==> src/rtl/router_reg.sv <==
// Router register block: header/payload/parity byte path to the destination FIFO, running parity and error flag.
// Optional saturating error counter output err_cnt when ROUTER_REG_ERR_CNT_EN is defined.
module router_reg (
  input  logic       clk,
  input  logic       rst,
  input  logic [7:0] data_in,
  input  logic       pkt_valid,
  input  logic       fifo_full,
  input  logic       detect_addr,
  input  logic       lfd_state,
  input  logic       ld_state,
  input  logic       laf_state,
  input  logic       full_state,
  input  logic       rst_int_reg,
  output logic [7:0] dout,
  output logic       parity_done,
  output logic       low_pkt_valid,
  output logic       err
`ifdef ROUTER_REG_ERR_CNT_EN
  ,
  output logic [7:0] err_cnt
`endif
);

  logic [7:0] hdr;
  logic [7:0] full_byte;
  logic [7:0] int_par;
  logic [7:0] pkt_par;
  logic       err_nxt;

  // Address 2'b11 is not a valid destination, so that header is never latched.
  always_ff @(posedge clk or negedge rst) begin
    if (!rst) begin
      hdr <= 8'h00;
    end else if (detect_addr && pkt_valid && (data_in[1:0] != 2'b11)) begin
      hdr <= data_in;
    end
  end

  always_ff @(posedge clk or negedge rst) begin
    if (!rst) begin
      dout <= 8'h00;
    end else if (lfd_state) begin
      dout <= hdr;
    end else if (ld_state && !fifo_full) begin
      dout <= data_in;
    end else if (laf_state) begin
      dout <= full_byte;
    end
  end

  // Byte stalled by a full FIFO is replayed later from laf_state.
  always_ff @(posedge clk or negedge rst) begin
    if (!rst) begin
      full_byte <= 8'h00;
    end else if (ld_state && fifo_full) begin
      full_byte <= data_in;
    end
  end

  always_ff @(posedge clk or negedge rst) begin
    if (!rst) begin
      int_par <= 8'h00;
    end else if (detect_addr) begin
      int_par <= 8'h00;
    end else if (lfd_state) begin
      int_par <= int_par ^ hdr;
    end else if (ld_state && pkt_valid && !full_state) begin
      int_par <= int_par ^ data_in;
    end
  end

  always_ff @(posedge clk or negedge rst) begin
    if (!rst) begin
      pkt_par <= 8'h00;
    end else if (detect_addr) begin
      pkt_par <= 8'h00;
    end else if (ld_state && !pkt_valid) begin
      pkt_par <= data_in;
    end
  end

  always_ff @(posedge clk or negedge rst) begin
    if (!rst) begin
      parity_done <= 1'b0;
    end else if (detect_addr) begin
      parity_done <= 1'b0;
    end else if ((ld_state && !fifo_full && !pkt_valid) ||
                 (laf_state && low_pkt_valid && !parity_done)) begin
      parity_done <= 1'b1;
    end
  end

  always_ff @(posedge clk or negedge rst) begin
    if (!rst) begin
      low_pkt_valid <= 1'b0;
    end else if (rst_int_reg) begin
      low_pkt_valid <= 1'b0;
    end else if (ld_state && !pkt_valid) begin
      low_pkt_valid <= 1'b1;
    end
  end

  always_comb begin
    err_nxt = err;
    if (detect_addr) begin
      err_nxt = 1'b0;
    end else if (parity_done) begin
      err_nxt = (int_par != pkt_par);
    end
  end

  always_ff @(posedge clk or negedge rst) begin
    if (!rst) begin
      err <= 1'b0;
    end else begin
      err <= err_nxt;
    end
  end

`ifdef ROUTER_REG_ERR_CNT_EN
  // Counts rising edges of err, saturating rather than wrapping.
  always_ff @(posedge clk or negedge rst) begin
    if (!rst) begin
      err_cnt <= 8'h00;
    end else if (!err && err_nxt && (err_cnt != 8'hFF)) begin
      err_cnt <= err_cnt + 8'h01;
    end
  end
`endif

endmodule

==> config.mk <==
export PLATFORM = sky130hd
export DESIGN_NAME = router_reg
export DESIGN_NICKNAME = d
export VERILOG_FILES = /design/src/rtl/router_reg.sv
export SDC_FILE = /design/constraint.sdc
export NUM_CORES = 1
export LEC_CHECK = 0
export ABC_AREA = 1
export CORE_MARGIN = 3
export CORE_UTILIZATION = 35
export CTS_CLUSTER_SIZE = 28
export DETAILED_ROUTE_END_ITERATION = 8
export PLACE_DENSITY = 0.66
export SLEW_MARGIN = 20
export SYNTH_ARGS = -nofsm -noshare
export SYNTH_HDL_FRONTEND = slang
export SYNTH_SLANG_ARGS = --single-unit
==> constraint.sdc <==
create_clock -name clk -period 1.41 [get_ports clk]
set_clock_uncertainty 0.2 [all_clocks]
set_input_delay 0.282 -clock clk [delete_from_list [all_inputs] [get_ports clk]]
set_output_delay 0.282 -clock clk [all_outputs]
set_load 0.02 [all_outputs]
# Word-level counts from Yosys, hierarchy flattened
# Index checks and enable logic that the tools add are counted.
# word_totals
regBits,43
elab_cells,47
inputBits,18
# op_classes
n_eq_ne,2
bitwise_logic,2
reduce_logical,21
mux,14
# ops
operator,count
8-bit two-way mux,8
8-bit bitwise XOR,2
1-bit logical AND,10
8-bit != test,1
2-bit nonzero test,4
1-bit two-way mux,6
3-bit nonzero test,2
1-bit zero test,4
"2-bit != test, second input constant",1
1-bit logical OR,1

# Longest topological paths before layout
# depth
ltp_word,6
mapped_depth,7

# Worst setup path before layout
# No wires, ideal clock.
# synth_path
path_kind,input-to-reg
start,in fifo_full
end,reg dout[6]
path_buffers,0
setup_ps,124
cell_stages,7
arrival_ps,857
path_slack_ps,229
cell_sequence,inv_1 > nand2_1 > nand2_2 > nor2_4 > inv_2 > nor2_1 > a21oi_1
# synth_between
elab_chain_cells,4
elab_cells_between_ends,5
cone_classes,mux: 2; reduce/logical: 3
# synth_lines
element,line_no,source
from (decl),8,"input logic fifo_full,"
1-bit zero test (*),45,end else if (ld_state && !fifo_full) begin
1-bit logical AND (*),45,
8-bit two-way mux,45,
8-bit two-way mux,43,end else if (lfd_state) begin
to (signal assigned),44,dout <= hdr;
to (signal assigned),46,dout <= data_in;
to (signal assigned),48,dout <= full_byte;
to (decl),15,"output logic [7:0] dout,"
# Mark *: on every way between the ends. The rest lies on a longest branch, timed or not.
# A chain may end at the register's enable or synchronous reset.

# Final worst setup path
# layout_path
start,in detect_addr
end,reg int_par[7]
# layout_between
elab_chain_cells,1
elab_cells_between_ends,2
cone_classes,mux: 1; reduce/logical: 1
# layout_lines
element,line_no,source
from (decl),9,"input logic detect_addr,"
3-bit nonzero test (no line) or 8-bit two-way mux (tied branches),-,
to (signal assigned),67,int_par <= int_par ^ hdr;
to (signal assigned),69,int_par <= int_par ^ data_in;
to (decl),27,logic [7:0] int_par;
# Several ways; a longest one is shown, not always the timed one.

==> results_dict.tcl <==
set metrics [dict create \
    rsz0062_at_grt "no" \
    syn-num-nets 266 \
    slew_headroom_pct 78.16 \
    worst-path-stages 6 \
    clockRootBuffer "clkbuf_8" \
    synth_area_leader_cell "dfrtp_1" \
    firstDrtPassIters 4 \
    worst_skew_pair.late_latency_ns 0.29 \
    fin_setup_tns_ns 0 \
    cts-buffers-inserted 5 \
    yosysMostFrequentCell "nand2_1" \
    grt_util_met1_pct 21.04 \
    synth_area_mm2 0.002019 \
    clock_path_buffers 2 \
    start_util_pct 36.45 \
    vias 1852 \
    fmax_ghz 0.7431 \
    pin_count 29 \
    arrival_ns 1.33 \
    final_core_util_pct 49.37 \
    cp_num_buf_inv 2 \
    crit_chain "clkdlybuf4s50_1 > nor2_2 > o21ai_4 > clkbuf_16 > a21oi_1 > nor2_1" \
    preCtsSetupSlack_ns -0.4283 \
    power_density_mw_per_mm2 1094 \
    setup_viol 0 \
    antennaDiodeCount 0 \
    status "finished, final reports clean" \
    ys_top_cells_by_area "dfrtp_1, o21ai_0, nand2_1" \
    groute.layer.met2.usage_pct 25.61 \
    synthDistinctLibCells 18 \
    remaining_drc_errors 0 \
    synth_xor_area_share_pct 0.8674 \
    synth_top_family_by_area "compound AO/OA/AOI/OAI gates" \
    r2r-end "err" \
    worst_pin_slew_ns 0.3276 \
    hold_viol 0 \
    seqCellArea_mm2 0.001076 \
    grt_pass1_wl_um 8162 \
    fin_crit_sh_pct 95.45 \
    fp.dieArea_mm2 0.006717 \
    cp-end-kind "register" \
    critical_path_required_ns 1.40 \
    start_kind "input port" \
    htree_num_levels 2 \
    multi_input_area_um2 828.3 \
    cp_slowest_cell "clkdlybuf4s50_1" \
    met3_usage_pct 3.180 \
    synth-simple-area-share_pct 18.53 \
    cp_slowest_stage_delay_ns 0.43 \
    grt_pass1_vias 1812 \
    ir_worst_vdd_mv 0.4229 \
    startpoint "detect_addr" \
    maxCapViolations 0 \
    ys_ff_latch 43 \
    tritoncts "built" \
    p_leak_nw 1.333 \
    fin_crit_ns 1.346 \
    wl_um 4867 \
    fillers 563 \
    via_per_inst 4.823 \
    clock-sinks 43 \
    synth_mux_area_share_pct 0 \
    drtIter0Drc 145 \
    netlist_instances 248 \
    place_area_mm2 0.002601 \
    gp_congestion 0.8521 \
    busiest_layer "met2" \
    syn2layout_area_growth_pct 35.44 \
    synth_enable_flop_cells 0 \
    async_reset_ff_share_pct 100.0 \
    yosys_most_used_dff "dfrtp_1" \
    synth_warnings 0 \
    core-area_mm2 0.005540 \
    grt_remaining_overflow 0 \
    wl_per_cell_um 12.67 \
    ff2ff_setup_slack_ns 0.18 \
    cp_max_fo 8 \
    synth_fa_ha_area_share_pct 0 \
    synth-compound-area-share_pct 20.76 \
    reg2reg_depth 7 \
    port_buffers 28 \
    layout.nets 329 \
    rows 27 \
    synth_common_cells "nand2_1, dfrtp_1, o21ai_0, a21oi_1, nor2_1" \
    path_clk_slew_ns 0.08 \
    min_path_type "input port to register" \
    critPathKind "input port to register" \
    syn_area_per_cell_um2 8.143 \
    postRouteAntennaNets 0 \
    final.setup.worst_slack_ns 0.06422 \
    crit-reg2reg-launch "int_par[6]" \
    crit_family "buffers and inverters" \
    antenna_found_initial 0 \
    dp_hpwl_um 3499 \
    drive_gt1_share_pct 20.83 \
    crit_path_end "int_par[7]" \
    die_height_um 81.96 \
    grt_use_total_pct 15.89 \
    slew_violations 0 \
    die_w_um 81.96 \
    ys_seq_area_share_pct 53.28 \
    grt_max_degree 32 \
    synth_top_cell_area_share_pct 53.28 \
    design_area_mm2 0.002735 \
]
[placed cells by master (no fill, tap or decap), drive strengths merged]
master and instances:
xnor2 2, dlygate4sd2 3, clkbuf 9, buf 45
nand2 55, clkdlybuf4s50 12, o21ai 44, o211ai 1
dlygate4sd3 1, dlymetal6s2s 1, o21a 1, o22ai 6
inv 25, dfrtp 43, a21oi 26, nand3 12
nor2 26
[area by class of cell]
type | instances | area share (%)
clock buffers | 8 | 3.660
inverters | 25 | 3.431
multi-input cells | 173 | 30.28
flip-flops and latches | 43 | 39.34
well taps | 72 | 3.294
repair buffers | 63 | 19.99
[where the power goes]
part / total [W] / leakage, nW / internal, W / switching, W
registers: 0.00148 / 0.547 / 0.00138 / 0.000104
logic: 0.000662 / 0.735 / 0.000304 / 0.000358
clock network: 0.000850 / 0.0515 / 0.000447 / 0.000403
total: 0.00299 / 1.33 / 0.00213 / 0.000865
[flip-flops by register name, summed over array words and instances (netlist names)]
| register | cells |
|---|---|
| parity_done | 1 |
| err | 1 |
| hdr | 8 |
| low_pkt_valid | 1 |
| int_par | 8 |
| full_byte | 8 |
| dout | 8 |
| pkt_par | 8 |
[through the flow]
| step | hold slack [ns] | std cells | power, W |
|---|---|---|---|
| 3_3_place_gp | -0.001066 | 370 | 0.002174 |
| 5_1_grt | 0.2259 | 384 | 0.003179 |
| 3_5_place_dp | -0.001072 | 370 | 0.002188 |
| 6_report | 0.1613 | 384 | 0.002992 |
| 4_1_cts | 0.2240 | 383 | 0.003009 |
| 2_1_floorplan | -0.2136 | 248 | 0.001827 |
[cell families (layout without fill, tap and decap cells)]
family	after synthesis	in the layout
buffers and inverters	32	96
flip-flops	43	43
AND/OR/NAND/NOR	93	93
XOR/XNOR	2	2
AO/OA/AOI/OAI	78	78
[tightest hold or removal path, cell delays in order]
cell and delay [ns]:
dlymetal6s2s_1 0.14, inv_1 0.07, nand2_1 0.07, a21oi_1 0.06
[how the worst min path moves through the flow]
stage,startpoint,endpoint,slack [ns],cells after the start
2_1_floorplan,rst,dout[0],-0.21,0
3_3_place_gp,rst,full_byte[2],-0.001,1
3_5_place_dp,rst,full_byte[2],-0.001,1
4_1_cts,rst,hdr[6],0.22,2
5_1_grt,rst,hdr[6],0.23,2
6_report,pkt_valid,parity_done,0.16,4
[metal layers]
layer	part of all wire, %	wire, µm
met2	46	2255
met3	5.0	245
met4	1.5	71
met1	47	2294
met5	0	0
[repair_timing]
action / CTS / global route
endpoints found under the hold margin: 43 / 0
setup buffers: 4 / 0
pin swaps: 3 / 1
resized for setup: 55 / 5
cloned: 0 / 1
hold buffers: 1 / 0
endpoints found under the setup margin: 28 / 14
No activity file was read; power rests on OpenSTA's default activity.
